$ cat src/rtl/pwm_multi.sv
`default_nettype none
// ============================================================================
// Module   : pwm_multi
// Purpose  : N-channel PWM generator with one shared period counter,
//            per-channel duty, run-time edge/centre alignment and
//            shadow/active double buffering so updates only take effect
//            at a period boundary.
// Revision : 1.0 - initial release
// ============================================================================
module pwm_multi #(
    parameter int NCH        = 4,
    parameter int CW         = 8,
    parameter int DEF_PERIOD = 9,
    parameter int DEF_DUTY   = 0
) (
    input  logic                   clk,
    input  logic                   rst,        // asynchronous, active-low
    input  logic                   en,
    input  logic                   center,
    input  logic                   period_wr,
    input  logic [CW-1:0]          period_in,
    input  logic                   duty_wr,
    input  logic [$clog2(NCH)-1:0] duty_ch,
    input  logic [CW-1:0]          duty_in,
    output logic [NCH-1:0]         pwm_out,
    output logic                   cyc_start
);

    localparam int            CHW         = $clog2(NCH);
    localparam logic [CW-1:0] C_DEF_P     = CW'(DEF_PERIOD);
    localparam logic [CW-1:0] C_DEF_D     = CW'(DEF_DUTY);
    localparam logic [CW-1:0] C_ONE       = CW'(1);
    localparam logic          C_DIR_UP    = 1'b0;
    localparam logic          C_DIR_DN    = 1'b1;
    localparam logic          C_MODE_EDGE = 1'b0;

    // Shadow (software-visible) copies
    logic [CW-1:0] r_sh_p;
    logic [CW-1:0] r_sh_d [NCH];
    // Active copies governing the period in progress
    logic [CW-1:0] r_act_p;
    logic [CW-1:0] r_act_d [NCH];
    logic          r_act_mode;
    // Shared counter and its direction (only meaningful in centre mode)
    logic [CW-1:0] r_cnt;
    logic          r_dir;
    // Registered outputs
    logic [NCH-1:0] r_pwm;
    logic           r_cyc;

    // Next-state values of the shadows, so a write in a boundary cycle
    // reaches the active set in that same cycle.
    logic [CW-1:0] w_sh_p_nxt;
    logic [CW-1:0] w_sh_d_nxt [NCH];
    logic          w_bound;
    logic [CW-1:0] w_cnt_nxt;
    logic          w_dir_nxt;

    // Shadow write decode; out-of-range channel indices match no channel
    always_comb begin
        w_sh_p_nxt = period_wr ? period_in : r_sh_p;
        for (int i = 0; i < NCH; i++) begin
            w_sh_d_nxt[i] = (duty_wr && (duty_ch == CHW'(i))) ? duty_in : r_sh_d[i];
        end
    end

    // Last cycle of the current period
    always_comb begin
        w_bound = 1'b0;
        if (r_act_mode == C_MODE_EDGE) begin
            w_bound = (r_cnt == r_act_p);
        end else if (r_act_p <= C_ONE) begin
            // degenerate centre periods never turn around
            w_bound = (r_cnt == r_act_p);
        end else begin
            w_bound = (r_cnt == C_ONE) && (r_dir == C_DIR_DN);
        end
    end

    // Counter sequencing; the counter never exceeds the active period
    always_comb begin
        w_cnt_nxt = r_cnt;
        w_dir_nxt = r_dir;
        if (w_bound) begin
            w_cnt_nxt = '0;
            w_dir_nxt = C_DIR_UP;
        end else if (r_act_mode == C_MODE_EDGE) begin
            w_cnt_nxt = r_cnt + C_ONE;
        end else if (r_dir == C_DIR_UP) begin
            if (r_cnt == r_act_p) begin
                w_cnt_nxt = r_cnt - C_ONE;
                w_dir_nxt = C_DIR_DN;
            end else begin
                w_cnt_nxt = r_cnt + C_ONE;
            end
        end else begin
            w_cnt_nxt = r_cnt - C_ONE;
        end
    end

    // Shadow registers accept writes every cycle, enabled or not
    always_ff @(posedge clk or negedge rst) begin
        if (!rst) begin
            r_sh_p <= C_DEF_P;
            for (int i = 0; i < NCH; i++) begin
                r_sh_d[i] <= C_DEF_D;
            end
        end else begin
            r_sh_p <= w_sh_p_nxt;
            for (int i = 0; i < NCH; i++) begin
                r_sh_d[i] <= w_sh_d_nxt[i];
            end
        end
    end

    // Counter and active set: reload on boundary, track shadow while idle
    always_ff @(posedge clk or negedge rst) begin
        if (!rst) begin
            r_cnt      <= '0;
            r_dir      <= C_DIR_UP;
            r_act_p    <= C_DEF_P;
            r_act_mode <= C_MODE_EDGE;
            for (int i = 0; i < NCH; i++) begin
                r_act_d[i] <= C_DEF_D;
            end
        end else if (!en || w_bound) begin
            r_cnt      <= '0;
            r_dir      <= C_DIR_UP;
            r_act_p    <= w_sh_p_nxt;
            r_act_mode <= center;
            for (int i = 0; i < NCH; i++) begin
                r_act_d[i] <= w_sh_d_nxt[i];
            end
        end else begin
            r_cnt <= w_cnt_nxt;
            r_dir <= w_dir_nxt;
        end
    end

    // Outputs registered from the current count and active duties
    always_ff @(posedge clk or negedge rst) begin
        if (!rst) begin
            r_pwm <= '0;
            r_cyc <= 1'b0;
        end else if (!en) begin
            r_pwm <= '0;
            r_cyc <= 1'b0;
        end else begin
            // cnt==0 only ever occurs as the first count of a period
            r_cyc <= (r_cnt == '0);
            for (int i = 0; i < NCH; i++) begin
                r_pwm[i] <= (r_cnt < r_act_d[i]);
            end
        end
    end

    assign pwm_out   = r_pwm;
    assign cyc_start = r_cyc;

endmodule
`default_nettype wire
$ cat config.mk
export PLATFORM = sky130hd
export DESIGN_NAME = pwm_multi
export DESIGN_NICKNAME = d
export VERILOG_FILES = /design/src/rtl/pwm_multi.sv
export SDC_FILE = /design/constraint.sdc
export NUM_CORES = 1
export LEC_CHECK = 0
export ABC_AREA = 1
export CORE_ASPECT_RATIO = 2
export CORE_UTILIZATION = 50
export CTS_CLUSTER_SIZE = 40
export DETAILED_ROUTE_END_ITERATION = 6
export PLACE_DENSITY = 0.69
export SLEW_MARGIN = 20
export SYNTH_ARGS = -nofsm -noshare
export SYNTH_HDL_FRONTEND = slang
export SYNTH_SLANG_ARGS = --single-unit
$ cat constraint.sdc
create_clock -name clk -period 3.3 [get_ports clk]
set_input_delay 0.33 -clock clk [delete_from_list [all_inputs] [get_ports clk]]
set_output_delay 0.33 -clock clk [all_outputs]
set_load 0.02 [all_outputs]
==> results of run 1 <==
[critical path: stages (launching register included)]
cell and delay, ns:
dfrtp_1 0.53, inv_1 0.16, ha_1 0.21, nand2_1 0.05, nor2_1 0.04, nand2_1 0.06, nand2_1 0.12, nor2_8 0.41
buf_4 0.32, nand2_1 0.09, o21ai_1 0.11
[cell usage in the layout (no fill, tap or decap)]
master / instances
nand2_1: 196
dfrtp_1: 91
inv_1: 72
ha_1: 32
o21ai_0: 31
nor2_1: 29
clkdlybuf4s50_1: 27
o21a_1: 25
a21oi_1: 21
nand3_1: 10
clkbuf_16: 9
xor2_1: 7
o21ai_1: 7
xnor2_1: 5
buf_4: 5
nand3b_1: 4
a211oi_1: 4
dfstp_2: 4
inv_2: 3
nor3_1: 3
bufinv_16: 2
nand2_2: 1
nand4_1: 1
nor2_4: 1
nor2_8: 1
or2_2: 1
a21boi_0: 1
inv_4: 1
clkinv_2: 1
inv_6: 1
clkbuf_1: 1
inv_8: 1
clkinv_4: 1
[per-layer routing]
metal | vias to the layer above | track usage
met5 | - | 0
met4 | 0 | 0.0926
met3 | 21 | 0.0338
met2 | 58 | 0.438
met1 | 1705 | 0.252
li1 | 1827 | -
[how the worst max path moves through the flow]
stage | end | slack, ns | from
after detailed placement | r_act_d[28] | 1.15 | r_cnt[1]
after floorplan | r_act_d[6] | 1.71 | r_cnt[1]
final | r_act_d[22] | 1.09 | r_cnt[1]
after CTS | r_act_d[22] | 1.12 | r_cnt[1]
after global routing | r_act_d[30] | 0.93 | r_cnt[1]
after global placement | r_act_d[30] | 1.22 | r_cnt[1]
[state kept, by name, summed over array words and instances, names as in the netlist]
signal,cells
r_dir,1
pwm_out,4
r_cnt,8
r_act_d,32
r_act_mode,1
cyc_start,1
r_sh_p,8
r_sh_d,32
r_act_p,8
[power groups by stage]
stage	Combinational (mW)	Clock, mW	Sequential, mW
floorplan	0.465	0	1.45
global placement	0.652	0	1.47
detailed placement	0.682	0	1.47
CTS	0.690	1.15	1.45
global route	0.783	1.19	1.47
finish	0.681	1.13	1.45
[layout make-up]
type	count	area [um^2]
fill	843	3870
tap	104	130
inverter	76	288
timing repair buffer	32	308
clock buffer	10	229
sequential	95	2380
multi-input combinational	380	2020
clock inverter	6	93.8
[logic make-up after synthesis]
group,Yosys count
xor gates and xnor gates,12
and+or+nand+nor,247
buffers and inverters,93
AOI/OAI and AO/OA,89
DFF,95
adders and majority gates,32
[through the flow]
step                      instance area (um^2)   util  std cells
after floorplan                           4770      -        568
after global placement                    5120  0.550        687
after detailed placement                  5120  0.550        687
after CTS                                 5450  0.584        703
after global routing                      5450  0.584        703
final                                     5450  0.584        703
==> impl_results.md, run 1 <==
- Run status: complete, but fails checks
- Violations in the final reports: DRC, hold timing
- Post-DP HPWL: 7.61 mm
- Switching Fraction: 0.297
- Skew-Pair Late Insertion Delay: approximately 0.35 ns
- Reg2reg setup slack: 1.09 ns
- Avg Cell Area, Syn: between 8 and 9 um^2
- Worst r2r path cells: 10
- Worst hold path type: in -> async
- Final setup violation count: 0
- Longest Clk Path Bufs: 2
- First-pass GRT wire length: 17.6 mm
- P&R area growth vs syn: 14.2%
- Largest net degree at the start of global routing: 48
- Tmin final: around 2.2 ns
- Crit share post-route: 0.669
- Buffers added on ports: 28
- FF+latch count, synth: 95
- Total CTS buffers: 9
- Syn nets: 624
- Total number of vias: about 3600
- Simple-gate portion of the synthesized area: 0.208
- Mux cell area share after synthesis: 0
- Worst Max-Slew Pin Slew: 0.656 ns
- Die Area: ~10000 um^2
- Cells after Synth: 568
- Initial Util: 0.512
- Ys Warns: 0
- Worst Path Required: 3.56 ns
- Routed length per instance: 14.7 um
- Switch Pwr: 0.967 mW
- Maximum vdd drop: 0.385 mV
- Htree depth: 3
- Share of layout cells above drive strength 1: 0.0534
- Post-synthesis sequential area ratio: 0.500
- Gate power share: 0.209
- Top cells by count, synth: 196 x nand2_1, 91 x dfrtp_1, 72 x inv_1
- Reg-to-reg startpoint: r_cnt[1]
- Max Cap Viol: 0
- Pwr dens: 599 nW/um^2
- Total negative slack: 0 ns
- Mapped cell area: around 4800 um^2
- Global Route Usage Sum: 0.232
- Pre-CTS WS: about 1.1 ns
- Synth Area in Compound Gates: 0.109
- EDFF count, synth: 0
- Overflow after GRT: 0
- Fmax: 453 MHz
- Crit Path Category: reg -> reg
- Ports: 29
- Vias in the first global route: approximately 3800
- Total power: 3.26 mW
- Final Hold Viols: 9
- DRT Pass-1 Iters: 7
- Setup Skew: roughly 0.0055 ns
- RSZ-0062 raised after global routing: no
- Total routed wirelength: 10.3 mm
- Postcts setup bufs: 0
- Uppermost layer routed: met4
- Clock sink count: 95
- CTS tree: done
- Initial DRC count: 209
- FP Rows: 50
- P_leak: between 2 and 3 nW
- Setup ws final: 1.09 ns
- DR WL met2: 5.69 mm
- Hold buffer count at CTS: 0
- Final max-slew violation count: 0
- Main synth FF type: dfrtp_1
- CP Capture Type: flip-flop
- Max_slew headroom: 0.561
- Post-synthesis adder-cell area fraction: 0.0840
- Crit-path max FO: 34
- ANT nets after route: 0
- Diodes inserted: 0
- CTS-repair resized insts: 0
- Die Y: 140 um
- Synth top area cells: dfrtp_1 48%, nand2_1 15%, ha_1 8.4%
- Internal: 2.29 mW
- FFs w/ async S/R, synth: 1.00
- Core area: 9320 um^2
- DRT met1 WL: roughly 4.1 mm
- Post-synthesis xor/xnor area fraction: 0.0220
- Yosys top cell area share: 0.478
- Setup crit start kind: flip-flop
- Initial antenna violation count: 0
- # DRC: 3
- Clock Power Share: 0.346
- CTS Root Cell: clkbuf_16
- Worst R2R End: r_act_d[22]
- # nets final: between 600 and 700
- Top-count cell post-synth: nand2_1
- Yosys top cell by area: dfrtp_1
- Gpl congestion: ~0.83
- Dominant combinational cell family by area after synthesis: simple AND/OR/NAND/NOR gates
- Seq pwr share: 0.445
- Via density per instance: 5.14
- WP data arrival: between 2 and 2.5 ns
- Count of cell types in the netlist: 28
- Clock Pin Slew Worst Setup and Hold Paths: 0.07 ns
- Worst Hold Slack: -0.0128 ns
- Die width: 71.1 um
- Metal3 WL: 259 um
Power figures use the tool's default switching activity.
==> run 2: changes to the inputs <==
--- a/config.mk
+++ b/config.mk
@@ -10,7 +10,7 @@
 export CORE_UTILIZATION = 50
 export CTS_CLUSTER_SIZE = 40
 export DETAILED_ROUTE_END_ITERATION = 6
-export PLACE_DENSITY = 0.69
+export PLACE_DENSITY = 0.72
 export SLEW_MARGIN = 20
 export SYNTH_ARGS = -nofsm -noshare
 export SYNTH_HDL_FRONTEND = slang
==> constraint.sdc (replaced) <==
create_clock -name clk -period 2 [get_ports clk]
set_input_delay 0.2 -clock clk [delete_from_list [all_inputs] [get_ports clk]]
set_output_delay 0.2 -clock clk [all_outputs]
set_load 0.02 [all_outputs]
==> impl_results.md, run 2 (synthesis gave the netlist of run 1 again) <==
- Run status: complete, but fails checks
- Violations in the final reports: DRC
- Final setup violation count: 0 (unchanged)
- M1 GR Usage: 0.250 (-0.00239)
- Max Cap Viol: 0 (unchanged)
- Worst R2R End: pwm_out[3]
- Maximum vdd drop: 0.558 mV (+45%)
- FP Rows: 50 (unchanged)
- Worst Hold Slack: 0.359 ns (+0.372 ns)
- Crit Path Category: reg -> reg
- Reg2reg setup slack: 0.10 ns (-0.99 ns)
- Initial antenna violation count: 0 (unchanged)
- Worst Max-Slew Pin Slew: 0.641 ns (-0.0151 ns)
- ANT nets after route: 0 (unchanged)
- Initial DRC count: 201 (-3.8%)
- Worst hold path type: in -> async
- Met3 usage: 0.0489 (+0.0151)
- CTS tree: done
- Global Route Usage Sum: 0.247 (+0.0152)
- Ports: 29 (unchanged)
- Htree depth: 3 (unchanged)
- Skew-Pair Late Insertion Delay: 0.34 ns (about the same)
- Share of layout cells above drive strength 1: 0.103 (+0.0496)
- Die width: 71.1 um (unchanged)
- Vias in the first global route: 3944 (+4.5%)
- Placed Cells: 713 (+3.8%)
- Reg-to-reg startpoint: r_cnt[3]
- Total CTS buffers: 9 (unchanged)
- Crit-path max FO: 4 (-88%)
- Clock Pin Slew Worst Setup and Hold Paths: 0.07 ns (about the same)
- Fmax: 526 MHz (+16%)
- P&R area growth vs syn: 19.4%
- # nets final: 682 (+4.9%)
- Total number of vias: 3909 (+8.3%)
- Worst Path Required: 2.17 ns (-1.39 ns)
- Tmin final: 1.90 ns (-0.307 ns)
- CP Capture Type: flip-flop
- Core Util, Final: 0.611 (+0.0263)
- Final Hold Viols: 0 (-9)
- Die Y: 140 um (unchanged)
- Top flop regs: r_act_d x32, r_sh_d x32
- M2 GR Usage: 0.445 (+0.00658)
- Max_slew headroom: 0.568 (+0.00679)
- First-pass GRT wire length: 18.5 mm (+4.6%)
- Longest Clk Path Bufs: 2 (unchanged)
- Routed length per instance: 15.4 um (+4.6%)
- Overflow after GRT: 0 (unchanged)
- Die Area: 9960 um^2 (unchanged)
- Setup crit start kind: flip-flop
- Total routed wirelength: 11.3 mm (+9.4%)
- Post-DP HPWL: 7.95 mm (+4.6%)
- Via density per instance: 5.32 (+3.5%)
- Clock sink count: 95 (unchanged)
- CTS Root Cell: clkbuf_16
- Gpl congestion: 0.898 (+7.9%)
- WP data arrival: 2.07 ns (-0.40 ns)
- Largest net degree at the start of global routing: 43 (-10%)
- Buffers added on ports: 28 (unchanged)
- Final max-slew violation count: 0 (unchanged)
- Initial Util: 0.512 (unchanged)
- Pwr dens: 927 nW/um^2 (+55%)
- Commonest non-fill, non-tap cell in the layout: nand2_1
- DRT Pass-1 Iters: 6 (-1)
- Non-Filler Instances: 735 (+4.6%)
- Setup Skew: 0.00579 ns (+0.000240 ns)
- Total power: 5.28 mW (+62%)
- Worst r2r path cells: 5 (-5)
- Crit path launch: r_cnt[3]
- Diodes inserted: 0 (unchanged)
- # DRC: 1 (-2)
- Core area: 9320 um^2 (unchanged)
- Commonest non-fill, non-tap cells in the layout: 195 x nand2_1, 91 x dfrtp_1, 72 x inv_1, 32 x ha_1
- P_leak: 3.02 nW (+4.9%)
- Top Usage Layer GRT: met2
- Crit share post-route: 0.950 (+0.281)
==> run 2: final cells by class <==
| cell class | instances | area, um^2 |
|---|---|---|
| Clock buffer | 11 | 243 |
| Clock inverter | 5 | 38.8 |
| Fill cell | 797 | 3630 |
| Inverter | 76 | 288 |
| Multi-Input combinational cell | 383 | 2060 |
| Sequential cell | 95 | 2380 |
| Tap cell | 104 | 130 |
| Timing Repair Buffer | 61 | 553 |
==> run 2: per-layer routing <==
layer,vias up,part of all wire
met4,0,0.057
met1,1861,0.37
met3,39,0.041
met5,-,0
li1,1905,-
met2,104,0.54
==> run 2: through the flow <==
step,instance area (um^2),setup slack [ns],setup TNS [ns]
after global routing,5690,-0.00683,-0.00683
after detailed placement,5340,-0.0514,-0.607
final,5690,0.101,0
after CTS,5650,0.00478,0
after floorplan,4770,0.406,0
after global placement,5340,-0.0543,-0.711
==> run 2: what timing repair did <==
action	CTS	global route
pin swaps	1	2
endpoints found under the hold margin	30	0
setup endpoints to repair	22	36
cloned	1	2
setup buffers	0	2
gates resized for setup	0	3
hold buffers	1	0
==> run 2: how the worst max path moves through the flow <==
stage	to	slack [ns]	depth (start not counted)
after global placement	r_cnt[1]	-0.05	9
final	pwm_out[3]	0.10	5
after detailed placement	r_act_d[1]	-0.05	9
after floorplan	r_act_d[6]	0.41	11
after global routing	r_act_d[29]	-0.007	12
after CTS	pwm_out[3]	0.005	6
==> run 2: where the power goes <==
part / switching [mW] / internal, mW
logic: 0.756 / 0.538
registers: 0.137 / 2.22
clock network: 0.738 / 0.888
total: 1.63 / 3.64
==> run 2: critical path: stages (launching register included) <==
cell and delay (ns):
dfrtp_1 0.44, buf_4 0.17, ha_1 0.29, nand2_1 0.05, o21ai_0 0.52, a211oi_2 0.24
